==> config.mk <==
export PLATFORM = sky130hd
export DESIGN_NAME = sad_search_controller
export DESIGN_NICKNAME = d
export VERILOG_FILES = /design/src/rtl/vbsme_pkg.sv /design/src/rtl/sad_pos_fifo.sv /design/src/rtl/sad_search_controller.sv
export SDC_FILE = /design/constraint.sdc
export NUM_CORES = 1
export LEC_CHECK = 0
export ABC_AREA = 1
export ABC_CLOCK_PERIOD_IN_PS = 1720
export BUFFER_PORTS_ARGS = -buffer_cell sky130_fd_sc_hd__buf_2
export CAP_MARGIN = 10
export CORE_MARGIN = 5
export CORE_UTILIZATION = 52
export DETAILED_ROUTE_END_ITERATION = 16
export GPL_TIMING_DRIVEN = 1
export PLACE_DENSITY = 0.83
export SLEW_MARGIN = 5
export SYNTH_ARGS = -nofsm -noshare
export SYNTH_HDL_FRONTEND = slang
export SYNTH_SLANG_ARGS = --single-unit
==> constraint.sdc <==
create_clock -name Clk -period 1.72 [get_ports Clk]
set_clock_uncertainty 0.05 [all_clocks]
set_input_delay 0.172 -clock Clk [delete_from_list [all_inputs] [get_ports Clk]]
set_output_delay 0.172 -clock Clk [all_outputs]
set_load 0.05 [all_outputs]
==> src/rtl/vbsme_pkg.sv <==
// Shared types and helpers for the VBSME SAD search path.
package vbsme_pkg;

  // Block size encoding as carried on BlkSize.
  typedef enum logic [1:0] {
    BLK_4X4   = 2'b00,
    BLK_8X8   = 2'b01,
    BLK_16X16 = 2'b10,
    BLK_ILL   = 2'b11
  } blk_size_t;

  // Search controller states.
  typedef enum logic [1:0] {
    S_IDLE  = 2'b00,
    S_ISSUE = 2'b01,
    S_DRAIN = 2'b10,
    S_DONE  = 2'b11
  } state_t;

  // Block edge in pixels; the illegal code never reaches the datapath.
  function automatic logic [4:0] blk_edge(input blk_size_t b);
    case (b)
      BLK_4X4:   blk_edge = 5'd4;
      BLK_8X8:   blk_edge = 5'd8;
      BLK_16X16: blk_edge = 5'd16;
      default:   blk_edge = 5'd4;
    endcase
  endfunction

endpackage

==> src/rtl/sad_pos_fifo.sv <==
// Position FIFO: holds {X,Y} of candidates issued but not yet returned.
module sad_pos_fifo #(
  parameter int DW    = 8,
  parameter int DEPTH = 4
) (
  input  logic                       Clk,
  input  logic                       Rst,
  input  logic                       push,
  input  logic                       pop,
  input  logic [DW-1:0]              din,
  output logic [DW-1:0]              dout,
  output logic                       full,
  output logic                       empty,
  output logic [$clog2(DEPTH+1)-1:0] count
);

  localparam int AW = $clog2(DEPTH);
  localparam int CW = $clog2(DEPTH + 1);

  logic [DW-1:0] mem [DEPTH];
  logic [AW-1:0] wptr;
  logic [AW-1:0] rptr;
  logic [CW-1:0] count_n;

  assign dout = mem[rptr];

  // Next occupancy; a simultaneous push and pop leaves it unchanged.
  always_comb begin
    count_n = count;
    case ({push, pop})
      2'b10:   count_n = count + CW'(1);
      2'b01:   count_n = count - CW'(1);
      default: count_n = count;
    endcase
  end

  // Storage array; contents need no reset since empty/full gate their use.
  always_ff @(posedge Clk) begin
    if (push) mem[wptr] <= din;
  end

  // Pointers, occupancy and registered full/empty flags.
  always_ff @(posedge Clk or negedge Rst) begin
    if (!Rst) begin
      wptr  <= '0;
      rptr  <= '0;
      count <= '0;
      full  <= 1'b0;
      empty <= 1'b1;
    end else begin
      if (push) wptr <= wptr + 1'b1;
      if (pop)  rptr <= rptr + 1'b1;
      count <= count_n;
      full  <= (count_n == CW'(DEPTH));
      empty <= (count_n == '0);
    end
  end

endmodule

==> src/rtl/sad_search_controller.sv <==
// Full-search SAD sequencer: issues candidate positions in raster order,
// pairs returned SADs with their positions and keeps the running minimum.
module sad_search_controller
  import vbsme_pkg::*;
#(
  parameter int FRAME_W = 64,
  parameter int FRAME_H = 64,
  parameter int SAD_W   = 16,
  parameter int MAX_OUT = 4
) (
  input  logic                       Clk,
  input  logic                       Rst,
  input  logic                       Start,
  input  logic [1:0]                 BlkSize,
  output logic                       Busy,
  output logic                       Done,
  output logic                       Err,
  output logic                       CandValid,
  input  logic                       CandReady,
  output logic [$clog2(FRAME_W)-1:0] CandX,
  output logic [$clog2(FRAME_H)-1:0] CandY,
  input  logic                       SadValid,
  input  logic [SAD_W-1:0]           SadIn,
  output logic [$clog2(FRAME_W)-1:0] BestX,
  output logic [$clog2(FRAME_H)-1:0] BestY,
  output logic [SAD_W-1:0]           BestSad
);

  localparam int XW = $clog2(FRAME_W);
  localparam int YW = $clog2(FRAME_H);
  localparam int CW = $clog2(MAX_OUT + 1);

  state_t         state;
  state_t         state_n;
  blk_size_t      blk_q;
  logic [4:0]     b_edge;
  logic [XW-1:0]  x_max;
  logic [YW-1:0]  y_max;
  logic           x_last;
  logic           y_last;
  logic           start_ok;
  logic           start_bad;
  logic           sad_bad;
  logic           hs;
  logic           pop;
  logic           fifo_full;
  logic           fifo_empty;
  logic [CW-1:0]  fifo_cnt;
  logic [XW+YW-1:0] head;
  logic [XW-1:0]  head_x;
  logic [YW-1:0]  head_y;

  // Last legal top-left coordinate for the latched block size.
  assign b_edge = blk_edge(blk_q);
  assign x_max  = XW'(FRAME_W - int'(b_edge));
  assign y_max  = YW'(FRAME_H - int'(b_edge));
  assign x_last = (CandX == x_max);
  assign y_last = (CandY == y_max);

  assign start_ok  = (state == S_IDLE) && Start && (BlkSize != 2'b11);
  assign start_bad = (state == S_IDLE) && Start && (BlkSize == 2'b11);

  // Results are only meaningful when a position is outstanding.
  assign pop     = SadValid && (state != S_IDLE) && !fifo_empty;
  assign sad_bad = SadValid && ((state == S_IDLE) || fifo_empty);

  // Offer decoded from state and the registered full flag.
  assign CandValid = (state == S_ISSUE) && !fifo_full;
  assign hs        = CandValid && CandReady;

  assign {head_x, head_y} = head;

  sad_pos_fifo #(
    .DW    (XW + YW),
    .DEPTH (MAX_OUT)
  ) u_fifo (
    .Clk   (Clk),
    .Rst   (Rst),
    .push  (hs),
    .pop   (pop),
    .din   ({CandX, CandY}),
    .dout  (head),
    .full  (fifo_full),
    .empty (fifo_empty),
    .count (fifo_cnt)
  );

  // Next-state decode.
  always_comb begin
    state_n = state;
    case (state)
      S_IDLE:  if (start_ok) state_n = S_ISSUE;
      S_ISSUE: if (hs && x_last && y_last) state_n = S_DRAIN;
      S_DRAIN: if (fifo_empty || (pop && fifo_cnt == CW'(1))) state_n = S_DONE;
      S_DONE:  state_n = S_IDLE;
      default: state_n = S_IDLE;
    endcase
  end

  // State register and registered status outputs.
  always_ff @(posedge Clk or negedge Rst) begin
    if (!Rst) begin
      state <= S_IDLE;
      Busy  <= 1'b0;
      Done  <= 1'b0;
      Err   <= 1'b0;
    end else begin
      state <= state_n;
      Busy  <= (state_n != S_IDLE);
      Done  <= (state_n == S_DONE);
      Err   <= start_bad || sad_bad;
    end
  end

  // Raster position counters; they only move on an accepted handshake.
  always_ff @(posedge Clk or negedge Rst) begin
    if (!Rst) begin
      blk_q <= BLK_4X4;
      CandX <= '0;
      CandY <= '0;
    end else if (start_ok) begin
      blk_q <= blk_size_t'(BlkSize);
      CandX <= '0;
      CandY <= '0;
    end else if (hs) begin
      if (x_last) begin
        CandX <= '0;
        CandY <= y_last ? '0 : CandY + 1'b1;
      end else begin
        CandX <= CandX + 1'b1;
      end
    end
  end

  // Minimum tracker; strict compare keeps the earliest raster position on ties.
  always_ff @(posedge Clk or negedge Rst) begin
    if (!Rst) begin
      BestSad <= '1;
      BestX   <= '0;
      BestY   <= '0;
    end else if (start_ok) begin
      BestSad <= '1;
      BestX   <= '0;
      BestY   <= '0;
    end else if (pop && (SadIn < BestSad)) begin
      BestSad <= SadIn;
      BestX   <= head_x;
      BestY   <= head_y;
    end
  end

endmodule

==> flow_summary.toml <==
[sta]
clock.fmax_mhz = 513.5
rsz0062_at_grt = "true"
maxSlewViolCount = 0
finalHoldViolations = 0
post-route-period-util_pct = 113.2
worst_pin_slew_ps = 357.2
finalSetupViolCount = 29
slew_headroom_pct = 76.16
fin_ws_ps = -227.4
layout_min_cycle_time_ps = 1947

[floorplanning]
io_pins = 67
fp.dieW_um = 109.5
rows = 36
initial_utilization_pct = 52.91
fp.dieH_um = 109.5
core_area_mm2 = 0.009729
dieArea_mm2 = 0.01199

[power_and_ir_drop]
intPower_mw = 7.152
p_sw_mw = 6.326
power_frac_seq_pct = 32.8
power.share.clock_pct = 12.7
combPwrFrac_pct = 54.6
ir_worst_vdd_v = 0.001111
leakage_nw = 3.035
netSwitchingFraction_pct = 46.94
power_density_mw_per_mm2 = 1998

[grt]
grt_usage_pct = 22.19
grt_max_degree = 57
grt_pass1_vias = 4163
overflow = 0
antenna_found_initial = 0
grt_pass1_wl_mm = 20.24

[finish]
final_nets = 687
layout-drive-gt1-share_pct = 44.60
fin_util_pct = 69.33
n_antenna_cell = 0
area_growth_pct = 31.04
fillers = 696

[clock_tree]
cts.sinks = 104
cts-htree-levels = 3
clk_pin_slew_ps = 110
clock_path_buffers = 2
cts-root-buf = "clkbuf_8"
clkLatencyLatePin_ps = 380
cts_made_buffers = 9
cts_tree = "built"

[critical_path]
worstSetupPathType = "flop to flop"
worstPathRequired_ps = 1940
cp-end-kind = "flop"
startpoint_type = "flop"
path_max_fanout = 12
reg2regPathDepth = 11
cp.arrival_ps = 2160

[run_status]
status = "finished with violations"
violations = "negative setup slack"

[yosys]
synth_nets = 565
syn_area_mm2 = 0.005147
synth_edf_count = 48
yosysSeqAreaShare_pct = 55.64
ys_top_cells_by_area = "edfxtp_1, dfrtp_1, dfstp_2"
postSynthAreaPerCell_um2 = 10.05
yosys.area.top_type = "edfxtp_1"
synthArstFlopShare_pct = 53.85
ys_ff_latch = 104
yosysTopAreaCellShare_pct = 28.00
yosys_warnings = 0
netlist_instances = 512
synth.distinct_cells = 36
yosys_most_used_dff = "edfxtp_1"

[route]
drt-initial-drc-count = 267
ant_nets = 0
wirelength_mm = 13.54
routedWlPerCell_um = 17.54
via_per_inst = 5.370
drc = 0
drtPass1Iterations = 6
vias = 4146

[min_path]
hold_depth = 3
hold_class = "primary input to flop"

[placement]
io_buffer_count = 66
dp_slack_ps = -215.9
hpwl_mm = 8.702
gp_congestion = 0.8599

[run]
cap_violations = 0
## routing by layer
| metal | up-vias | part of all wire [%] | global-route usage (%) |
|---|---|---|---|
| met5 | - | 0 | 0 |
| met4 | 0 | 2.9 | 9.795 |
| met3 | 43 | 6.2 | 4.110 |
| met2 | 158 | 53 | 39.89 |
| met1 | 1999 | 38 | 25.70 |
| li1 | 1946 | - | - |
## layout make-up
type / count / area, um2 / share of cell area (%)
Clock buffer: 10 / 127.6 / 1.892
Clock inverter: 6 / 91.34 / 1.354
Inverter: 57 / 227.7 / 3.376
Multi-Input combinational cell: 336 / 2367 / 35.10
Sequential cell: 104 / 2873 / 42.59
Tap cell: 133 / 166.4 / 2.467
Timing Repair Buffer: 125 / 884.6 / 13.11
Timing Repair inverter: 1 / 7.507 / 0.1113
## critical path, stage by stage (launching register included)
cell and delay [ps]:
dfstp_2 570, inv_2 50, ha_4 250, nand2_2 70, inv_2 40, o21ai_2 140, a21oi_2 90, nor2_4 170
nand2_8 120, buf_12 170, nand3_2 50, nand2_1 60
## cells by family (layout without fill, tap and decap cells)
| kind of cell | Yosys count | after routing | synth area share [%] |
|---|---|---|---|
| AND/OR/NAND/NOR | 223 | 224 | 21.39 |
| flip-flops | 104 | 104 | 55.64 |
| buffers and inverters | 73 | 199 | 6.125 |
| AO/OA/AOI/OAI | 72 | 72 | 7.851 |
| adder cells (fa/ha/maj) | 30 | 30 | 7.292 |
| XOR/XNOR | 10 | 10 | 1.702 |
## cell usage in the layout (no fill, tap or decap), types with 8 or more instances in the layout
cell type | synthesis | layout
nand2_1 | 99 | 88
buf_2 | 4 | 65
edfxtp_1 | 48 | 48
buf_4 | 1 | 47
inv_1 | 55 | 38
nor2_1 | 45 | 37
dfrtp_1 | 39 | 32
o21ai_0 | 41 | 32
nand3_2 | 20 | 23
nand3_1 | 23 | 19
dfstp_2 | 17 | 17
ha_1 | 30 | 16
inv_2 | 1 | 15
or2_2 | 15 | 15
ha_4 | 0 | 14
o22ai_1 | 12 | 12
nand2_2 | 3 | 11
nor2_4 | 3 | 10
a21oi_1 | 13 | 9
clkbuf_8 | 0 | 9
xor2_1 | 8 | 8
## flip-flops by register name (all words and copies together), names as in the netlist
signal,flops
u_fifo.rptr,2
CandX,6
Done,1
blk_q,2
Err,1
state,2
u_fifo.count,3
u_fifo.wptr,2
CandY,6
u_fifo.empty,1
Busy,1
BestSad,16
BestX,6
u_fifo.full,1
u_fifo.mem,48
BestY,6
## timing repair
| action | 4_1_cts | 5_1_grt |
|---|---|---|
| setup buffers | 2 | 10 |
| endpoints found under the hold margin | 39 | 0 |
| setup endpoints to repair | 57 | 58 |
| pin swaps | 12 | 16 |
| cloned | 1 | 1 |
| hold buffers | 1 | 0 |
| resized for setup | 26 | 44 |
## through the flow
| stage | instances | area, um2 | power (mW) | hold slack (ps) | TNS (ps) |
|---|---|---|---|---|---|
| after floorplan | 512 | 5334 | 8.911 | -173.6 | -9248 |
| after global placement | 741 | 6137 | 10.58 | 146.3 | -3279 |
| after detailed placement | 741 | 6137 | 10.95 | 151.3 | -5663 |
| after CTS | 761 | 6491 | 12.84 | 27.56 | -3902 |
| after global routing | 772 | 6745 | 14.23 | 47.56 | -8302 |
| final | 772 | 6745 | 13.48 | 29.27 | -5739 |
## cells in the mapped netlist, types with 13 or more instances
| library cell | count |
|---|---|
| a21oi_1 | 13 |
| dfrtp_1 | 39 |
| dfstp_2 | 17 |
| edfxtp_1 | 48 |
| ha_1 | 30 |
| inv_1 | 55 |
| nand2_1 | 99 |
| nand3_1 | 23 |
| nand3_2 | 20 |
| nor2_1 | 45 |
| o21ai_0 | 41 |
| or2_2 | 15 |
## power groups by stage
stage,combinational [mW],clock (mW),sequential (mW)
finish,7.35,1.71,4.42
global route,7.91,1.82,4.50
CTS,6.76,1.70,4.38
detailed placement,6.54,0,4.41
global placement,6.24,0,4.33
floorplan,3.01,0,5.90
## worst paths after layout
kind                            startpoint          to  slack, ps
worst max register to register  BestSad[9]    BestY[0]       -230
worst min register to register  BestSad[0]  BestSad[0]        460
worst max-delay path            BestSad[9]    BestY[0]       -230
min in group asynchronous              Rst    CandX[3]        270
worst min-delay path            BlkSize[1]    blk_q[1]         30
max in group asynchronous              Rst  BestSad[0]       1040
Note: power is estimated with default switching activity, not from simulation.
